<file path="config.mk">
export PLATFORM = sky130hd
export DESIGN_NAME = rbm_hidden_accum
export DESIGN_NICKNAME = d
export VERILOG_FILES = /design/src/rtl/rbm_hidden_accum.sv
export SDC_FILE = /design/constraint.sdc
export NUM_CORES = 1
export LEC_CHECK = 0
export ABC_AREA = 1
export CORE_ASPECT_RATIO = 1.5
export CORE_MARGIN = 5
export CORE_UTILIZATION = 45
export DETAILED_ROUTE_END_ITERATION = 12
export GPL_TIMING_DRIVEN = 1
export HOLD_SLACK_MARGIN = 0.02
export MAX_ROUTING_LAYER = met4
export PLACE_DENSITY = 0.76
export SKIP_LAST_GASP = 1
export SYNTH_ARGS = -nofsm -noshare
export SYNTH_HDL_FRONTEND = slang
export SYNTH_SLANG_ARGS = --single-unit
</file>
<file path="constraint.sdc">
create_clock -name clk -period 1.81 [get_ports clk]
set_clock_uncertainty 0.15 [all_clocks]
set_input_delay 0.4525 -clock clk [delete_from_list [all_inputs] [get_ports clk]]
set_output_delay 0.4525 -clock clk [all_outputs]
set_load 0.01 [all_outputs]
</file>
<file path="src/rtl/rbm_hidden_accum.sv">
// rbm_hidden_accum: pre-activation accumulator for one RBM hidden neuron.
// Computes the bias plus the sum of the weights of all active visible units.
// The inputs arrive as a serial (v_bit, w_in) beat stream.
// The result is held, Q7.8, on sum_out and feeds the sigmoid unit directly.
// Optional build macro ACCUM_SATURATE_EN: each addition clamps to the signed
// range instead of wrapping. The sticky overflow flag exists in both builds.
module rbm_hidden_accum #(
  parameter int NUM_VISIBLE      = 16,
  parameter int WEIGHT_BITLENGTH = 16,
  parameter int SUM_BITLENGTH    = 16
) (
  input  logic                        clk,
  input  logic                        rst,
  input  logic                        start,
  input  logic [WEIGHT_BITLENGTH-1:0] bias,
  input  logic                        in_valid,
  output logic                        in_ready,
  input  logic                        v_bit,
  input  logic [WEIGHT_BITLENGTH-1:0] w_in,
  output logic [SUM_BITLENGTH-1:0]    sum_out,
  output logic                        sum_valid,
  input  logic                        sum_ready,
  output logic                        busy,
  output logic                        overflow
);

  localparam int CNT_W = $clog2(NUM_VISIBLE + 1);
  localparam logic [CNT_W-1:0] LAST_CNT = CNT_W'(NUM_VISIBLE - 1);

  typedef enum logic [1:0] {IDLE, ACCUM, DONE} state_t;

  state_t                          state_q, state_d;
  logic signed [SUM_BITLENGTH-1:0] acc_q;
  logic signed [SUM_BITLENGTH-1:0] acc_next;
  logic signed [SUM_BITLENGTH:0]   sum_ext;
  logic signed [SUM_BITLENGTH-1:0] sum_q;
  logic [CNT_W-1:0]                cnt_q;
  logic                            ovf_q;
  logic                            beat;
  logic                            beat_ovf;

  // Exact sum is out of range when the two top bits of the widened result differ.
  function automatic logic range_exceeded(input logic signed [SUM_BITLENGTH:0] x);
    return x[SUM_BITLENGTH] ^ x[SUM_BITLENGTH-1];
  endfunction

  // Brings the widened sum back to SUM_BITLENGTH bits (clamp or wrap).
  function automatic logic signed [SUM_BITLENGTH-1:0] limit_sum(
    input logic signed [SUM_BITLENGTH:0] x
  );
`ifdef ACCUM_SATURATE_EN
    if (range_exceeded(x))
      return x[SUM_BITLENGTH] ? {1'b1, {(SUM_BITLENGTH-1){1'b0}}}
                              : {1'b0, {(SUM_BITLENGTH-1){1'b1}}};
    else
      return x[SUM_BITLENGTH-1:0];
`else
    return x[SUM_BITLENGTH-1:0];
`endif
  endfunction

  assign in_ready  = (state_q == ACCUM);
  assign sum_valid = (state_q == DONE);
  assign busy      = (state_q != IDLE);
  assign sum_out   = sum_q;
  assign overflow  = ovf_q;

  assign beat     = in_valid && in_ready;
  assign sum_ext  = (SUM_BITLENGTH+1)'(acc_q) + (SUM_BITLENGTH+1)'($signed(w_in));
  assign acc_next = limit_sum(sum_ext);
  assign beat_ovf = range_exceeded(sum_ext);

  // State register.
  always_ff @(posedge clk or posedge rst) begin
    if (rst) state_q <= IDLE;
    else     state_q <= state_d;
  end

  // Next-state logic: start only in IDLE, leave ACCUM on the last beat, leave DONE on handshake.
  always_comb begin
    state_d = state_q;
    case (state_q)
      IDLE:    if (start) state_d = ACCUM;
      ACCUM:   if (beat && cnt_q == LAST_CNT) state_d = DONE;
      DONE:    if (sum_ready) state_d = IDLE;
      default: state_d = IDLE;
    endcase
  end

  // Accumulator, beat counter, held result and sticky overflow flag.
  always_ff @(posedge clk or posedge rst) begin
    if (rst) begin
      acc_q <= '0;
      cnt_q <= '0;
      sum_q <= '0;
      ovf_q <= 1'b0;
    end else if (state_q == IDLE && start) begin
      acc_q <= SUM_BITLENGTH'($signed(bias));
      cnt_q <= '0;
      ovf_q <= 1'b0;
    end else if (beat) begin
      cnt_q <= cnt_q + 1'b1;
      if (v_bit) begin
        acc_q <= acc_next;
        if (beat_ovf) ovf_q <= 1'b1;
      end
      if (cnt_q == LAST_CNT) sum_q <= v_bit ? acc_next : acc_q;
    end
  end

endmodule

</file>
==> impl_metrics.prom <==
# TYPE chip_impl_metric gauge
chip_impl_info{name="run_status",value="complete, but fails checks"} 1
chip_impl_info{name="violated_checks",value="setup timing"} 1
chip_impl_metric{name="gr-usage-all-layers",unit="%"} 21.59
chip_impl_metric{name="yosysWarnings",unit=""} 0
chip_impl_metric{name="buffer_ports.inserted",unit=""} 57
chip_impl_metric{name="holdBufCountCts",unit=""} 0
chip_impl_metric{name="finalHoldViolCount",unit=""} 0
chip_impl_metric{name="max_slew.worst_pin.slew",unit="ns"} 0.3086
chip_impl_metric{name="hpwl",unit="mm"} 6.549
chip_impl_metric{name="grt_antenna_before_repair",unit=""} 0
chip_impl_metric{name="place_worst_setup_slack",unit="ns"} -0.8124
chip_impl_info{name="min_path_type",value="reg -> reg"} 1
chip_impl_metric{name="period_share",unit="%"} 113.9
chip_impl_info{name="endpoint_kind",value="flop"} 1
chip_impl_metric{name="htreeDepth",unit=""} 2
chip_impl_metric{name="die_x",unit="um"} 76.23
chip_impl_metric{name="vias_per_cell",unit=""} 5.109
chip_impl_metric{name="floorplan.core_area",unit="sq um"} 6441
chip_impl_metric{name="power.switching",unit="mW"} 3.176
chip_impl_info{name="yosys_most_used_dff",value="sky130_fd_sc_hd__dfrtp_1"} 1
chip_impl_metric{name="clk_path_buf_depth",unit=""} 2
chip_impl_metric{name="floorplan.die_area",unit="sq um"} 8334
chip_impl_metric{name="yosys_register_bits",unit=""} 40
chip_impl_metric{name="drtIter0Drc",unit=""} 150
chip_impl_info{name="crit_type",value="reg -> reg"} 1
chip_impl_metric{name="final_core_utilization",unit="%"} 71.08
chip_impl_metric{name="synthArstFlopShare",unit="%"} 100.0
chip_impl_metric{name="syn-num-nets",unit=""} 500
chip_impl_info{name="most_frequent_cell_on_the_critical_path",value="sky130_fd_sc_hd__nand2_4"} 1
chip_impl_metric{name="drt-pass1-iter-count",unit=""} 4
chip_impl_info{name="grt_most_used_layer",value="met2"} 1
chip_impl_metric{name="worst_ir_drop_vdd",unit="mV"} 0.7938
chip_impl_metric{name="grt_util_met2",unit="%"} 38.36
chip_impl_info{name="worst_path_max_delay_cell",value="sky130_fd_sc_hd__dfrtp_1"} 1
chip_impl_metric{name="gp_routability_congestion",unit=""} 0.8510
chip_impl_info{name="yosys-top-cells-area",value="sky130_fd_sc_hd__dfrtp_1, sky130_fd_sc_hd__nand2_1, sky130_fd_sc_hd__inv_1"} 1
chip_impl_metric{name="syn-mean-instance-area",unit="sq um"} 6.682
chip_impl_metric{name="timing.final.max_slew_violations",unit=""} 0
chip_impl_metric{name="top_level_ports",unit=""} 58
chip_impl_metric{name="routed-via-count",unit=""} 3193
chip_impl_info{name="cts_tree",value="done"} 1
chip_impl_metric{name="worst_skew_pair.late_latency",unit="ns"} 0.30
chip_impl_metric{name="ys_seq_area_share",unit="%"} 33.81
chip_impl_metric{name="drive_gt1_share",unit="%"} 31.69
chip_impl_metric{name="setup_slack",unit="ns"} -0.2510
chip_impl_metric{name="fin_tns_setup",unit="ns"} -2.645
chip_impl_metric{name="final_worst_path_period_need",unit="ns"} 2.061
chip_impl_metric{name="finish.net_count",unit=""} 605
chip_impl_metric{name="postRouteWirelength",unit="mm"} 9.130
chip_impl_metric{name="antenna_cells",unit=""} 0
chip_impl_metric{name="fill_count",unit=""} 509
chip_impl_metric{name="grt_first_pass_wirelength",unit="mm"} 14.23
chip_impl_metric{name="std_cell_rows",unit=""} 36
chip_impl_metric{name="crit_arrival",unit="ns"} 2.10
chip_impl_metric{name="antenna_left",unit=""} 0
chip_impl_metric{name="synth_top_area_share",unit="%"} 33.81
chip_impl_metric{name="vias_in_the_first_global_route",unit=""} 3195
chip_impl_metric{name="tritoncts.num_buffers",unit=""} 5
chip_impl_metric{name="area_growth_syn_to_layout",unit="%"} 54.65
chip_impl_info{name="yosysTopAreaCell",value="sky130_fd_sc_hd__dfrtp_1"} 1
chip_impl_metric{name="fmax",unit="MHz"} 485.2
chip_impl_metric{name="slowest_delay",unit="ns"} 0.39
chip_impl_metric{name="grt_max_degree",unit=""} 41
chip_impl_metric{name="path_clk_slew",unit="ns"} 0.09
chip_impl_metric{name="static-leakage-power",unit="nW"} 2.493
chip_impl_info{name="rsz0062_at_grt",value="true"} 1
chip_impl_metric{name="pwr-share-seq",unit="%"} 23.1
chip_impl_metric{name="globalRouteMet1Util",unit="%"} 24.79
chip_impl_info{name="path_cells",value="ha_4 > inv_2 > fa_2 > inv_2 > nand2_4 > nand2_4 > nand2_4 > o21bai_4 > nand2_2 > nand3_2 > nand3_2 > nand3_1 > nand2_1"} 1
chip_impl_metric{name="cts_sinks",unit=""} 40
chip_impl_metric{name="dieHeight",unit="um"} 109.3
chip_impl_metric{name="drv_cap",unit=""} 0
chip_impl_metric{name="synth.distinct_cells",unit=""} 40
chip_impl_metric{name="synth_cells",unit=""} 443
chip_impl_info{name="startpoint_type",value="flop"} 1
chip_impl_metric{name="detail_route.wl_per_cell",unit="um"} 14.61
chip_impl_metric{name="crit_required",unit="ns"} 1.85
chip_impl_metric{name="power.switching_fraction",unit="%"} 46.61
chip_impl_info{name="cts_root_buffer",value="sky130_fd_sc_hd__clkbuf_8"} 1
chip_impl_metric{name="gr-total-overflow",unit=""} 0
chip_impl_metric{name="final-setup-viol-count",unit=""} 20
chip_impl_metric{name="initial_utilization",unit="%"} 45.96
chip_impl_metric{name="power.total",unit="mW"} 6.813
chip_impl_metric{name="relSlewSlack",unit="%"} 79.21
chip_impl_metric{name="global_route.usage.met3",unit="%"} 2.787
chip_impl_metric{name="cellPowerDensity",unit="nW/um^2"} 1488
chip_impl_metric{name="worst-path-max-fanout",unit=""} 4
chip_impl_metric{name="intPower",unit="mW"} 3.638
chip_impl_metric{name="comb_power_share",unit="%"} 68.2
chip_impl_metric{name="syn_area",unit="sq um"} 2960
chip_impl_metric{name="pwr-share-clk",unit="%"} 8.7
chip_impl_metric{name="number_of_enable_type_register_cells_in_the_synthesized_netlist",unit=""} 0
chip_impl_metric{name="detail_route.drc_violations",unit=""} 0
[what timing repair did]
action | CTS | global route
setup endpoints to repair | 43 | 38
pin swaps | 39 | 25
gates resized for setup | 98 | 55
buffers inserted | 5 | 6
[per-stage QoR]
stage | hold slack, ns | area (sq um) | std cells
floorplan | 0.2834 | 2988 | 443
global route | 0.3410 | 4578 | 625
detailed placement | 0.3107 | 3921 | 607
global placement | 0.2963 | 3921 | 607
CTS | 0.3223 | 4358 | 620
finish | 0.3231 | 4578 | 625
[cells in the final DEF (no fill, tap or decap), types with 2 or more instances in the layout]
| cell | netlist | routed |
|---|---|---|
| sky130_fd_sc_hd__clkbuf_2 | 0 | 2 |
| sky130_fd_sc_hd__nand2_1 | 167 | 135 |
| sky130_fd_sc_hd__dlygate4sd2_1 | 0 | 23 |
| sky130_fd_sc_hd__inv_1 | 75 | 68 |
| sky130_fd_sc_hd__clkinv_2 | 0 | 2 |
| sky130_fd_sc_hd__o21ai_2 | 1 | 4 |
| sky130_fd_sc_hd__a21oi_1 | 10 | 6 |
| sky130_fd_sc_hd__nand2_2 | 5 | 24 |
| sky130_fd_sc_hd__clkbuf_8 | 0 | 5 |
| sky130_fd_sc_hd__nor2_4 | 1 | 3 |
| sky130_fd_sc_hd__nor2_2 | 1 | 3 |
| sky130_fd_sc_hd__dlymetal6s2s_1 | 0 | 7 |
| sky130_fd_sc_hd__o211ai_1 | 4 | 4 |
| sky130_fd_sc_hd__clkdlybuf4s15_1 | 0 | 2 |
| sky130_fd_sc_hd__nor2_1 | 16 | 12 |
| sky130_fd_sc_hd__buf_12 | 0 | 2 |
| sky130_fd_sc_hd__inv_4 | 1 | 3 |
| sky130_fd_sc_hd__o21bai_1 | 2 | 2 |
| sky130_fd_sc_hd__inv_2 | 5 | 10 |
| sky130_fd_sc_hd__buf_4 | 2 | 48 |
| sky130_fd_sc_hd__ha_4 | 0 | 15 |
| sky130_fd_sc_hd__o21ai_1 | 5 | 6 |
| sky130_fd_sc_hd__nor3_2 | 2 | 2 |
| sky130_fd_sc_hd__ha_1 | 18 | 3 |
| sky130_fd_sc_hd__clkdlybuf4s50_1 | 0 | 23 |
| sky130_fd_sc_hd__o21ai_0 | 17 | 13 |
| sky130_fd_sc_hd__nand3_1 | 44 | 21 |
| sky130_fd_sc_hd__a21oi_2 | 1 | 4 |
| sky130_fd_sc_hd__dfrtp_1 | 40 | 39 |
| sky130_fd_sc_hd__nand2_4 | 0 | 13 |
| sky130_fd_sc_hd__nand3_2 | 1 | 23 |
[per-layer routing]
layer / wire (um) / share of wire, %
met1: 3646 / 40
met2: 4744 / 52
met3: 419 / 4.6
met4: 320 / 3.5
met5: 0 / 0
[cells by family (layout without fill, tap and decap cells)]
family / Yosys count / in the layout / synth area share, %
and+or+nand+nor: 244 / 244 / 35.21
buffers and inverters: 91 / 197 / 12.55
AOI/OAI and AO/OA: 46 / 46 / 9.214
DFF: 40 / 40 / 33.81
adders and majority gates: 19 / 19 / 8.284
xor gates and xnor gates: 2 / 2 / 0.5918
muxes: 1 / 1 / 0.3381
[Yosys cell counts (5+ instances only)]
master	instances
sky130_fd_sc_hd__nand2_1	167
sky130_fd_sc_hd__inv_1	75
sky130_fd_sc_hd__nand3_1	44
sky130_fd_sc_hd__dfrtp_1	40
sky130_fd_sc_hd__ha_1	18
sky130_fd_sc_hd__o21ai_0	17
sky130_fd_sc_hd__nor2_1	16
sky130_fd_sc_hd__a21oi_1	10
sky130_fd_sc_hd__inv_2	5
sky130_fd_sc_hd__nand2_2	5
sky130_fd_sc_hd__o21ai_1	5
[flip-flops by register name, summed over array words and instances, names as in the netlist]
| signal | flops |
|---|---|
| acc_q | 16 |
| sum_out | 16 |
| cnt_q | 5 |
| state_q | 2 |
| overflow | 1 |
[power by group through the flow]
stage / Clock (mW) / Combinational, mW / Sequential, mW
after floorplan: 0 / 2.20 / 1.49
after global placement: 0 / 3.47 / 1.50
after detailed placement: 0 / 3.57 / 1.51
after CTS: 0.602 / 4.13 / 1.57
after global routing: 0.647 / 5.12 / 1.61
final: 0.595 / 4.65 / 1.57
[cell type report]
| type | instances | area [sq um] | area share [%] |
|---|---|---|---|
| multi-input cells | 312 | 2121 | 46.32 |
| flip-flops and latches | 40 | 1002 | 21.89 |
| repair buffers | 108 | 960.9 | 20.99 |
| inverters | 81 | 311.5 | 6.805 |
| well taps | 76 | 95.09 | 2.077 |
| clock buffers | 5 | 68.82 | 1.503 |
| clock inverters | 3 | 18.77 | 0.4099 |
[path summary, 6_finish.rpt]
path / slack [ns] / endpoint / from / cells after the start
setup / recovery: -0.25 / sum_out[14] / acc_q[0] / 13
hold / removal: 0.32 / cnt_q[3] / cnt_q[3] / 1
setup reg to reg: -0.25 / sum_out[14] / acc_q[0] / 13
hold reg to reg: 0.32 / cnt_q[3] / cnt_q[3] / 1
max in group asynchronous: 0.95 / state_q[0] / rst / 3
min in group asynchronous: 0.36 / acc_q[9] / rst / 3
[critical path: cells and delay by family (launching register included)]
family                   cells  cell delay [ns]
AND/OR/NAND/NOR              8             0.57
adder cells (fa/ha/maj)      2             0.54
flip-flops                   1             0.39
AO/OA/AOI/OAI                1             0.19
buffers and inverters        2             0.12
Note: power is estimated with default switching activity, not from simulation.
==> variant 1, RTL diff (same settings) <==
The 3 states of `state_t` get a one-hot encoding in 3 bits.
--- a/src/rtl/rbm_hidden_accum.sv
+++ b/src/rtl/rbm_hidden_accum.sv
@@ -27,7 +27,7 @@
   localparam int CNT_W = $clog2(NUM_VISIBLE + 1);
   localparam logic [CNT_W-1:0] LAST_CNT = CNT_W'(NUM_VISIBLE - 1);
 
-  typedef enum logic [1:0] {IDLE, ACCUM, DONE} state_t;
+  typedef enum logic [2:0] {IDLE = 3'b001, ACCUM = 3'b010, DONE = 3'b100} state_t;
 
   state_t                          state_q, state_d;
   logic signed [SUM_BITLENGTH-1:0] acc_q;
Function: same outputs for any inputs over 4 cycles, from zero or initial values and one cycle with rst high; so few cycles prove little.
==> variant 1 against the original RTL <==
The run still ends with negative setup slack left; utilization rose by 0.46 points; synthesized area increased by 3.0%; wire length up 8.3%; design area up 2.8%; worst setup slack improved by 0.036 ns; critical path depth did not move; via count rose by 3.7%; non-clock buffer count increased by 9; sequential cell count increased by 1; first-iteration DRC count is 41% higher; sequential power fell by 11%; critical path type unchanged; total power decreased by 2.5%.
==> variant 1: results (changes against the original RTL) <==
Global placement routability congestion -> 0.919 (+8.0%)
Failing checks -> negative setup slack
Post-synthesis xor/xnor area fraction -> 0.861% (+0.27 points)
Post-placement setup slack -> -0.819 ns (-0.00614 ns)
Iteration-0 DRC Markers -> 211 (+41%)
Internal power -> 0.00352 W (-3.2%)
Total Routing Usage GR -> 22.4% (+0.83 points)
Met1 usage -> 24.5% (-0.34 points)
Fillers -> 465 (-8.6%)
Fin Setup TNS -> -2.80 ns (-0.158 ns)
Worst Path Max Fanout -> 5 (+1)
Power share of the clock group -> 9.4% (+0.7 points)
Post-CTS sizing -> 94 (-4.1%)
P_clk -> 0.000623 W (+4.7%)
Post-DR wirelength/cell -> 15.6 µm (+6.8%)
Setup bufs post-CTS -> 3 (-2)
Slew margin rel. -> 73.2% (-6.0 points)
Fraction of the mapped netlist area in adder cells -> 8.04% (-0.24 points)
Clock latency on the worst-skew pair -> 0.30 ns (about the same)
Fin nets -> 614 (+1.5%)
Static Leak -> 2.56 nW (+2.7%)
Area Growth Syn to Fin -> 54.2%
IO buf count -> 57 (unchanged)
Met2 WL -> 5230 µm (+10%)
Met3 Usage GRT -> 3.25% (+0.47 points)
Hold Path End -> cnt_q[3]$_DFFE_PP0P_
Ys Warns -> 0 (unchanged)
Ys flop type -> dfrtp_1
Net count after synthesis -> 499 (-0.20%)
Worst setup endpoint -> overflow$_DFFE_PP0P_
Cell Area, Placed -> 0.00405 mm² (+3.2%)
Synth Area per Inst -> 6.90 µm² (+3.3%)
Count of final setup violators -> 23 (+15%)
Wire length on met1 -> 3880 µm (+6.3%)
Mux contribution to synthesized area -> 0.656% (+0.32 points)
GR Overflow Total -> 0 (unchanged)
DRC violations left -> 0 (unchanged)
Max VDD drop -> 0.707 mV (-11%)
Sequential-to-total area share from yosys stat -> 33.7% (-0.14 points)
Largest net degree at the start of global routing -> 42 (+2.4%)
H-tree lvl count -> 2 (unchanged)
Run status -> complete, but fails checks
Global-route wire length before repair -> 15500 µm (+8.6%)
Layout cells sized above 1 -> 35.3% (+3.6 points)
Met3 Wirelength -> 417 µm (-0.48%)
Synth cell types -> 41 (+2.5%)
CTS buffer count -> 5 (unchanged)
N_diodes -> 0 (unchanged)
P_seq -> 0.00140 W (-11%)
Drt via density -> 5.22 (+2.2%)
Top cells by count, synth -> nand2_1 (160), inv_1 (75), nand3_1 (44)
Final Worst Setup Slack -> -0.215 ns (+0.0356 ns)
Via count -> 3310 (+3.7%)
Met2 Use GR -> 38.9% (+0.51 points)
Hold slack -> 0.316 ns (-0.00751 ns)
Top cells by area, synth -> dfrtp_1 (33%), nand2_1 (20%), inv_1 (9.2%)
Compound-Gate Fraction of Synth Area -> 9.56% (+0.34 points)
Number of global-route vias before repair -> 3481 (+9.0%)
HPWL Detailed -> 6630 µm (+1.3%)
Reg2Reg Depth -> 13 (unchanged)
==> variant 1: kinds of logic (layout without fill, tap and decap cells) <==
| group | Yosys count | count (layout) |
|---|---|---|
| and+or+nand+nor | 240 | 240 |
| DFF | 41 | 41 |
| AOI/OAI and AO/OA | 46 | 46 |
| buffers and inverters | 91 | 207 |
| muxes | 2 | 2 |
| adders and majority gates | 19 | 19 |
| xor gates and xnor gates | 3 | 3 |
==> variant 1: cell type report <==
type / count / share of cell area [%]
flip-flops and latches: 41 / 21.8
clock inverters: 2 / 0.213
well taps: 76 / 2.02
inverters: 82 / 6.70
clock buffers: 6 / 1.54
repair buffers: 117 / 21.8
multi-input cells: 310 / 45.9
==> variant 1: worst max-delay path, stage by stage (launching register included) <==
cell and delay (ns):
dfrtp_1 0.40, ha_4 0.15, inv_2 0.03, fa_2 0.35
inv_2 0.07, nand2_2 0.07, nand2_4 0.07, buf_4 0.12
nand3_4 0.07, nand2_4 0.12, a21oi_2 0.07, nand2_1 0.10
nand3_2 0.07, a21oi_2 0.13
==> variant 2, RTL diff (config.mk and constraints unchanged) <==
Without the edit above. Add a define of `ACCUM_SATURATE_EN`.
--- a/src/rtl/rbm_hidden_accum.sv
+++ b/src/rtl/rbm_hidden_accum.sv
@@ -4,6 +4,8 @@
 // The result is held, Q7.8, on sum_out and feeds the sigmoid unit directly.
 // Optional build macro ACCUM_SATURATE_EN: each addition clamps to the signed
 // range instead of wrapping. The sticky overflow flag exists in both builds.
+`define ACCUM_SATURATE_EN
+
 module rbm_hidden_accum #(
   parameter int NUM_VISIBLE      = 16,
   parameter int WEIGHT_BITLENGTH = 16,
Check against the original RTL: same outputs for any inputs over 4 cycles, from zero or initial values and one cycle with rst high; that may be too few to reach the edited logic, so the function may still have changed.
==> variant 2 against the original RTL <==
Wire length increased by 5.0%; die area increased by 1.2%; sequential cell count unchanged; synthesized area increased by 1.4%; design area increased by 2.6%; synthesized cell count decreased by 1.4%; the flow still finishes with violations (negative setup slack); first-iteration DRC count increased by 3.3%; largest power group unchanged; sequential power increased by 3%; worst setup slack got worse by 0.23 ns; total power increased by 23%.
==> variant 2: results (changes against the original RTL) <==
HPWL Detailed -> 6780 µm (+3.6%)
Post-CTS sizing -> 67 (-32%)
Max VDD drop -> 1.16 mV (+47%)
Worst Path Max Fanout -> 6 (+2)
Net Switching -> 0.00393 W (+24%)
Met3 Wirelength -> 359 µm (-14%)
Fraction of the mapped netlist area in adder cells -> 8.17% (-0.11 points)
Critical Path AT -> 2.32 ns (+0.22 ns)
Mux contribution to synthesized area -> 0% (-0.34 points)
Post-placement setup slack -> -1.03 ns (-0.222 ns)
Met2 Use GR -> 40.0% (+1.6 points)
Met2 WL -> 5070 µm (+6.9%)
Layout cells sized above 1 -> 28.3% (-3.4 points)
Run status -> complete, but fails checks
Fin nets -> 617 (+2.0%)
Failing checks -> negative setup slack
Setup bufs post-CTS -> 3 (-2)
Compound-Gate Fraction of Synth Area -> 10.9% (+1.7 points)
Static Leak -> 2.61 nW (+4.5%)
Drt via density -> 5.29 (+3.5%)
Cell Area, Placed -> 0.00410 mm² (+4.6%)
Sequential-to-total area share from yosys stat -> 33.4% (-0.45 points)
Fillers -> 494 (-2.9%)
Count of final setup violators -> 33 (+65%)
Worst Max-Slew Pin Slew -> 0.513 ns (+0.204 ns)
P_clk -> 0.000716 W (+20%)
Met1 usage -> 25.4% (+0.62 points)
Wire length on met1 -> 3730 µm (+2.3%)
Post-synthesis xor/xnor area fraction -> 2.63% (+2.0 points)
Final Worst Setup Slack -> -0.483 ns (-0.232 ns)
Met3 Usage GRT -> 2.20% (-0.59 points)
Initial DRT Pass Iterations -> 5 (+1)
Global placement routability congestion -> 0.912 (+7.2%)
Overall power -> 0.00841 W (+23%)
Final non-filler cell total -> 637 (+1.9%)
Top cells by count, synth -> nand2_1 (164), inv_1 (61), dfrtp_1 (40)
Fin Setup TNS -> -14.80 ns (-12.16 ns)
Global-route wire length before repair -> 15100 µm (+6.3%)
## variant 2: kinds of logic (layout without fill, tap and decap cells)
group	Yosys count	count (layout)
simple gates	242	244
xor+xnor	9	9
buf+inv	73	195
compound gates	54	54
flops	40	40
fa+ha+maj	19	19
## variant 2: cell type report
cell class                      count  area [µm²]  area share [%]
Multi-Input combinational cell    326        2170            46.3
Timing Repair Buffer              123        1070            22.8
Sequential cell                    40        1000            21.3
Inverter                           64         248            5.27
Tap cell                           76        95.1            2.02
Clock buffer                        6        72.6            1.54
Clock inverter                      2        35.0           0.746
## variant 2: path summary, 6_finish.rpt
| kind | from | to | slack [ns] | cells past startpoint |
|---|---|---|---|---|
| min in group asynchronous | rst | sum_out[3]$_DFFE_PP0P_ | 0.36 | 3 |
| min reg2reg | sum_out[8]$_DFFE_PP0P_ | sum_out[8]$_DFFE_PP0P_ | 0.33 | 2 |
| max reg2reg | acc_q[10]$_DFFE_PP0P_ | sum_out[11]$_DFFE_PP0P_ | -0.48 | 14 |
| min | sum_out[8]$_DFFE_PP0P_ | sum_out[8]$_DFFE_PP0P_ | 0.33 | 2 |
| max | acc_q[10]$_DFFE_PP0P_ | sum_out[11]$_DFFE_PP0P_ | -0.48 | 14 |
| max in group asynchronous | rst | sum_out[11]$_DFFE_PP0P_ | 0.94 | 3 |
## variant 2: worst max-delay path: stages (launching register included)
cell     delay [ns]
dfrtp_1        0.45
ha_4           0.32
nand2_1        0.06
inv_1          0.08
nand2_2        0.08
nor3_4         0.24
nand2_4        0.10
nand3_2        0.09
nand2_2        0.08
nand2_4        0.13
nand2_8        0.09
inv_8          0.10
nand2_2        0.06
nand3_1        0.07
nand2_1        0.07
